$ cat config.mk
export PLATFORM = sky130hd
export DESIGN_NAME = muller_c_handshake_ctrl
export DESIGN_NICKNAME = d
export VERILOG_FILES = /design/src/rtl/muller_c_pkg.sv /design/src/rtl/muller_c_sync.sv /design/src/rtl/muller_c_handshake_ctrl.sv
export SDC_FILE = /design/constraint.sdc
export NUM_CORES = 1
export LEC_CHECK = 0
export BUFFER_PORTS_ARGS = -buffer_cell sky130_fd_sc_hd__buf_2
export CAP_MARGIN = 15
export CORE_UTILIZATION = 48
export CTS_CLUSTER_DIAMETER = 200
export CTS_CLUSTER_SIZE = 14
export DETAILED_ROUTE_END_ITERATION = 6
export PLACE_DENSITY = 0.72
export RECOVER_POWER = 25
export SKIP_CTS_REPAIR_TIMING = 1
export SYNTH_ARGS = -nofsm -noshare
export SYNTH_HDL_FRONTEND = slang
export SYNTH_SLANG_ARGS = --single-unit
export TNS_END_PERCENT = 1
$ cat constraint.sdc
create_clock -name clk -period 1.45 [get_ports clk]
set_input_delay 0.2175 -clock clk [delete_from_list [all_inputs] [get_ports clk]]
set_output_delay 0.2175 -clock clk [all_outputs]
set_load 0.01 [all_outputs]
$ cat src/rtl/muller_c_pkg.sv
// Shared types and defaults for the Muller C-element handshake controller.
package muller_c_pkg;

  typedef enum logic [2:0] {
    IDLE,
    RISE,
    WAIT_HI,
    FALL,
    WAIT_LO,
    RESP
  } mc_state_t;

  localparam int unsigned MC_SYNC_STAGES = 2;
  localparam int unsigned MC_TIMEOUT     = 15;

endpackage

$ cat src/rtl/muller_c_sync.sv
// Multi-flop synchronizer bringing the self-timed C-element output into the clk domain.
module muller_c_sync
  import muller_c_pkg::*;
#(
  parameter int unsigned SYNC_STAGES = MC_SYNC_STAGES
) (
  input  logic clk,
  input  logic rst_n,
  input  logic d,
  output logic q
);

  logic [SYNC_STAGES-1:0] stages;

  always_ff @(posedge clk or negedge rst_n) begin
    if (!rst_n) begin
      stages <= '0;
    end else begin
      stages <= {stages[SYNC_STAGES-2:0], d};
    end
  end

  assign q = stages[SYNC_STAGES-1];

endmodule

$ cat src/rtl/muller_c_handshake_ctrl.sv
// Round-robin arbiter plus four-phase exercise FSM for a shared Muller C-element,
// reporting completion or timeout to the granted requester.
module muller_c_handshake_ctrl
  import muller_c_pkg::*;
#(
  parameter  int unsigned NREQ        = 2,
  parameter  int unsigned SYNC_STAGES = MC_SYNC_STAGES,
  parameter  int unsigned TIMEOUT     = MC_TIMEOUT,
  parameter  int unsigned TO_W        = 4,
  localparam int unsigned ID_W        = $clog2(NREQ)
) (
  input  logic            clk,
  input  logic            rst_n,
  input  logic [NREQ-1:0] req_valid,
  output logic [NREQ-1:0] req_ready,
  output logic [NREQ-1:0] resp_valid,
  output logic            resp_err,
  output logic            c_a,
  output logic            c_b,
  input  logic            c_q,
  output logic            busy,
  output logic [ID_W-1:0] grant_id
);

  mc_state_t       state, state_next;
  logic [ID_W-1:0] ptr, ptr_next;
  logic [ID_W-1:0] grant_id_next;
  logic [TO_W-1:0] cnt, cnt_next, cnt_inc;
  logic            err, err_next;
  logic            drive, drive_next;
  logic            timeout_hit;
  logic            q_s;

  logic            found;
  logic [ID_W-1:0] win;
  logic [ID_W:0]   cand;

  muller_c_sync #(
    .SYNC_STAGES(SYNC_STAGES)
  ) u_sync (
    .clk  (clk),
    .rst_n(rst_n),
    .d    (c_q),
    .q    (q_s)
  );

  // Priority search starting at the round-robin pointer, wrapping at NREQ.
  always_comb begin
    found = 1'b0;
    win   = '0;
    cand  = '0;
    for (int unsigned i = 0; i < NREQ; i++) begin
      cand = {1'b0, ptr} + (ID_W + 1)'(i);
      if (cand >= (ID_W + 1)'(NREQ)) begin
        cand = cand - (ID_W + 1)'(NREQ);
      end
      if (!found && req_valid[cand[ID_W-1:0]]) begin
        found = 1'b1;
        win   = cand[ID_W-1:0];
      end
    end
  end

  assign cnt_inc     = (cnt == TO_W'(TIMEOUT)) ? cnt : cnt + 1'b1;
  assign timeout_hit = (cnt_inc == TO_W'(TIMEOUT));

  // The element inputs are loaded on the edge that enters RISE/FALL, so the
  // pair is already driven during those one-cycle states.
  always_comb begin
    state_next    = state;
    ptr_next      = ptr;
    grant_id_next = grant_id;
    cnt_next      = cnt;
    err_next      = err;
    drive_next    = drive;
    req_ready     = '0;
    resp_valid    = '0;
    resp_err      = 1'b0;

    unique case (state)
      IDLE: begin
        if (found) begin
          req_ready     = NREQ'(1) << win;
          grant_id_next = win;
          ptr_next      = (win == ID_W'(NREQ - 1)) ? '0 : win + 1'b1;
          drive_next    = 1'b1;
          state_next    = RISE;
        end
      end
      RISE: begin
        cnt_next   = '0;
        state_next = WAIT_HI;
      end
      WAIT_HI: begin
        if (q_s) begin
          drive_next = 1'b0;
          state_next = FALL;
        end else begin
          cnt_next = cnt_inc;
          if (timeout_hit) begin
            err_next   = 1'b1;
            drive_next = 1'b0;
            state_next = FALL;
          end
        end
      end
      FALL: begin
        cnt_next   = '0;
        state_next = WAIT_LO;
      end
      WAIT_LO: begin
        if (!q_s) begin
          state_next = RESP;
        end else begin
          cnt_next = cnt_inc;
          if (timeout_hit) begin
            err_next   = 1'b1;
            state_next = RESP;
          end
        end
      end
      RESP: begin
        resp_valid = NREQ'(1) << grant_id;
        resp_err   = err;
        err_next   = 1'b0;
        state_next = IDLE;
      end
      default: begin
        drive_next = 1'b0;
        state_next = IDLE;
      end
    endcase
  end

  always_ff @(posedge clk or negedge rst_n) begin
    if (!rst_n) begin
      state    <= IDLE;
      ptr      <= '0;
      grant_id <= '0;
      cnt      <= '0;
      err      <= 1'b0;
      drive    <= 1'b0;
    end else begin
      state    <= state_next;
      ptr      <= ptr_next;
      grant_id <= grant_id_next;
      cnt      <= cnt_next;
      err      <= err_next;
      drive    <= drive_next;
    end
  end

  assign c_a  = drive;
  assign c_b  = drive;
  assign busy = (state != IDLE);

endmodule

==> impl_results.md <==
- Outcome: complete, but fails checks
- Failing checks: design-rule violations, negative setup slack
- Max VDD drop: 829 uV
- Multi-input gate area: 483 um2
- Crit Path Max Fanout: 5
- Starting density of the core: 0.536
- Period minus WS final: 1550 ps
- Vias in the first global route: 673
- Worst endpoint required time: 1230 ps
- Port-buffer cells: 13
- Seq/Total Area, Yosys: 0.389
- Placement Rows: 14
- Sw frac: 0.408
- DP Wirelength: 1270 um
- Fill cells: 140
- Initial DRC count: 10
- Top-count cell post-synth: dfrtp_1
- Cells along the critical path: nor3_2 -> nand2_1 -> a21oi_2 -> buf_2
- Routability cong.: 0.792
- Final Skew: 1.11 ps
- Clock-pin slew on the worst setup and hold paths: 70 ps
- Hold Slack: 46.4 ps
- Commonest cells in the netlist: dfrtp_1 (13), nor2_1 (11), inv_1 (7), nand2_1 (7), o21ai_0 (6)
- Number of top-level pins: 14
- Area Growth Syn to Fin: 25.0%
- Arr. time, crit path: 1340 ps
- Synth Instances: 95
- Reg-to-reg endpoint: cnt[0]$_DFFE_PN0P_
- Synth Area in Compound Gates: 0.204
- Core area: 1560 um2
- Mux share of post-synthesis cell area: 0.0240
- Pleak: 0.512 nW
- Max transition margin: 0.521
- Clock tree buffer depth: 2
- Final worst-path cycle share: 1.07
- Endpoints failing setup: 6
- CP bufs+invs: 1
- P_sw: 0.000797 W
- Worst-Margin Slew: 719 ps
- Worst-Skew Late Latency: 270 ps
- Cell Count, Final, Fillers Out: 135
- Die X-Extent: 43.7 um
- Gate power share: 0.576
- Crit-path max cell delay: 420 ps
- Critical Path Sink Type: primary output
- Worst Reg-to-Reg Cells: 4
- Cell Int Power: 0.00116 W
- Inst Count DP: 128
- Seq cells post-synth: 13
- Critical Path Sink: req_ready[0]
- DRC: 1
- Grt met2 use: 0.322
- Startpoint types: register
- Final hold violations: 0
- Die ar.: 1910 um2
- Yosys top cell by area: dfrtp_1
- Max-cap check violation count: 0
- Drt first pass iters: 6
- H-Tree Depth: 1
- Simple-gate area share of the yosys netlist: 0.286
- Proportion of layout cells with a drive suffix above 1: 0.328
- Number of distinct library cells after synthesis: 38
- Worst Setup SP: state[2]$_DFFE_PN0P_
- Syn. warnings: 0
- Ys async rst share: 1.00
- Area after DPL: 955 um2
- Routing usage on met1: 0.280
- Final WL: 1700 um
- Most used DFF post-synth: dfrtp_1
- Synthesized area per cell: 8.80 um2
- Largest family of logic cells by synthesized area: simple AND/OR/NAND/NOR gates
- First-pass GRT wire length: 2930 um
- Clock share of power: 0.111
- Synth Area in XOR/XNOR: 0.0105
- Design area: 1040 um2
- Ant diodes: 0
- R2R setup slack: 30 ps
- Clock Root Buffer: clkbuf_4
- R2R Path Start: state[1]$_DFFE_PN0P_
- Total track usage: 0.215
- Share of power burned in registers: 0.313
- Pin count of the biggest net entering global routing: 14
- Routed Antenna Nets: 0
- Yosys top cell area share: 0.389
- RSZ-0062 raised after global routing: true
- Vias after detailed routing: 779
- Post-synthesis net count: 101
- Power per cell area: 1870 nW/um2
- Maximum clock frequency: 644 MHz
- CTS sink cnt: 13
- Vias per cell: 5.77
- GR peak layer: met2
- Pre-CTS setup slack: -5.50 ps
- Crit. path cell count: 4
- Top Family by Delay on Critical Path: flip-flops
- CTS tree: done
- Slowest CP cell: dfrtp_1
- Wirelength per Cell: 12.6 um
- Post-synth EDFFs: 0
- GR Util met3: 0.0750
- DIE HEIGHT: 43.7 um
- Slew Viols, Final: 0
- Number of nets in the layout: 126
- Worst Hold Class: primary input to register
- Ranking of synthesized cells by area: dfrtp_1 (39%), nor2_1 (4.9%), o21ai_0 (3.6%)
- Post-Synthesis Cell Area: 836 um2
- Adder and majority gate portion of the synthesized area: 0.0150
- Initial antenna violation count: 0
- CTS Buf Count: 3
- Reg area: 327 um2
- Final worst setup slack: -103 ps
- Setup Crit Path Kind: register to primary output
- Overflow after GRT: 0
==> worst reg2reg max path, cell delays in order, from the launching register on <==
cell,delay (ps)
dfrtp_2,450
and2b_2,290
nand3b_4,110
and2_4,150
a211o_1,300
==> per-layer routing <==
| layer | share of wire | wire [um] |
|---|---|---|
| met5 | 0 | 0 |
| met4 | 0.011 | 18 |
| met1 | 0.47 | 800 |
| met2 | 0.47 | 798 |
| met3 | 0.047 | 79 |
==> kinds of logic (layout without fill, tap and decap cells) <==
family,count (synthesis),count (layout)
AOI/OAI and AO/OA,25,25
xor gates and xnor gates,1,1
adders and majority gates,1,1
buffers and inverters,12,36
DFF,13,13
muxes,2,2
and+or+nand+nor,41,41
==> registers in the layout, indices dropped and copies added (netlist names) <==
signal	flops
err	1
state	3
c_a	1
ptr	1
grant_id	1
u_sync.stages	2
cnt	4
==> worst min-delay path by stage <==
stage                from                         end  slack [ps]  cells past startpoint
floorplan           rst_n             c_a$_DFFE_PN0P_         -80                      0
global placement    rst_n          cnt[1]$_DFFE_PN0P_         120                      1
detailed placement  rst_n          cnt[1]$_DFFE_PN0P_         120                      1
CTS                 rst_n        state[0]$_DFFE_PN0P_        -180                      1
global route          c_q  u_sync.stages[0]$_DFF_PN0_          20                      1
finish                c_q  u_sync.stages[0]$_DFF_PN0_          50                      1
==> per-stage QoR <==
stage / total power (W) / util / setup TNS [ps]
finish: 0.00195 / 0.670 / -348
global route: 0.00214 / 0.670 / -915
CTS: 0.00185 / 0.629 / -907
detailed placement: 0.00162 / 0.612 / -5.50
global placement: 0.00158 / 0.612 / 0
floorplan: 0.00129 / - / 0
==> power by group through the flow <==
stage               registers (W)  logic, W  clock network [W]
floorplan                0.000609  0.000684                  0
global placement         0.000595  0.000990                  0
detailed placement       0.000604   0.00102                  0
CTS                      0.000599   0.00102           0.000228
global route             0.000631   0.00126           0.000247
finish                   0.000613   0.00113           0.000216
==> layout make-up <==
class,count,share of cell area
Inverter,7,0.0251
Sequential cell,13,0.313
Clock buffer,4,0.0251
Tap cell,16,0.0192
Multi-Input combinational cell,70,0.462
Timing Repair Buffer,25,0.156
==> layout by cell type (no fill, tap or decap), types with 2 or more instances in the layout <==
master and n:
o22ai_1 2, clkbuf_4 3, nand2b_1 3, buf_2 11, nand2_1 7, nand3_1 4, nand4bb_1 2, a21oi_1 3
inv_1 6, and3_1 4, a211o_1 2, dfrtp_1 12, a21oi_2 2, nor2_1 11, buf_4 11, clkbuf_1 2
o21ai_0 6
Power figures use the tool's default switching activity.
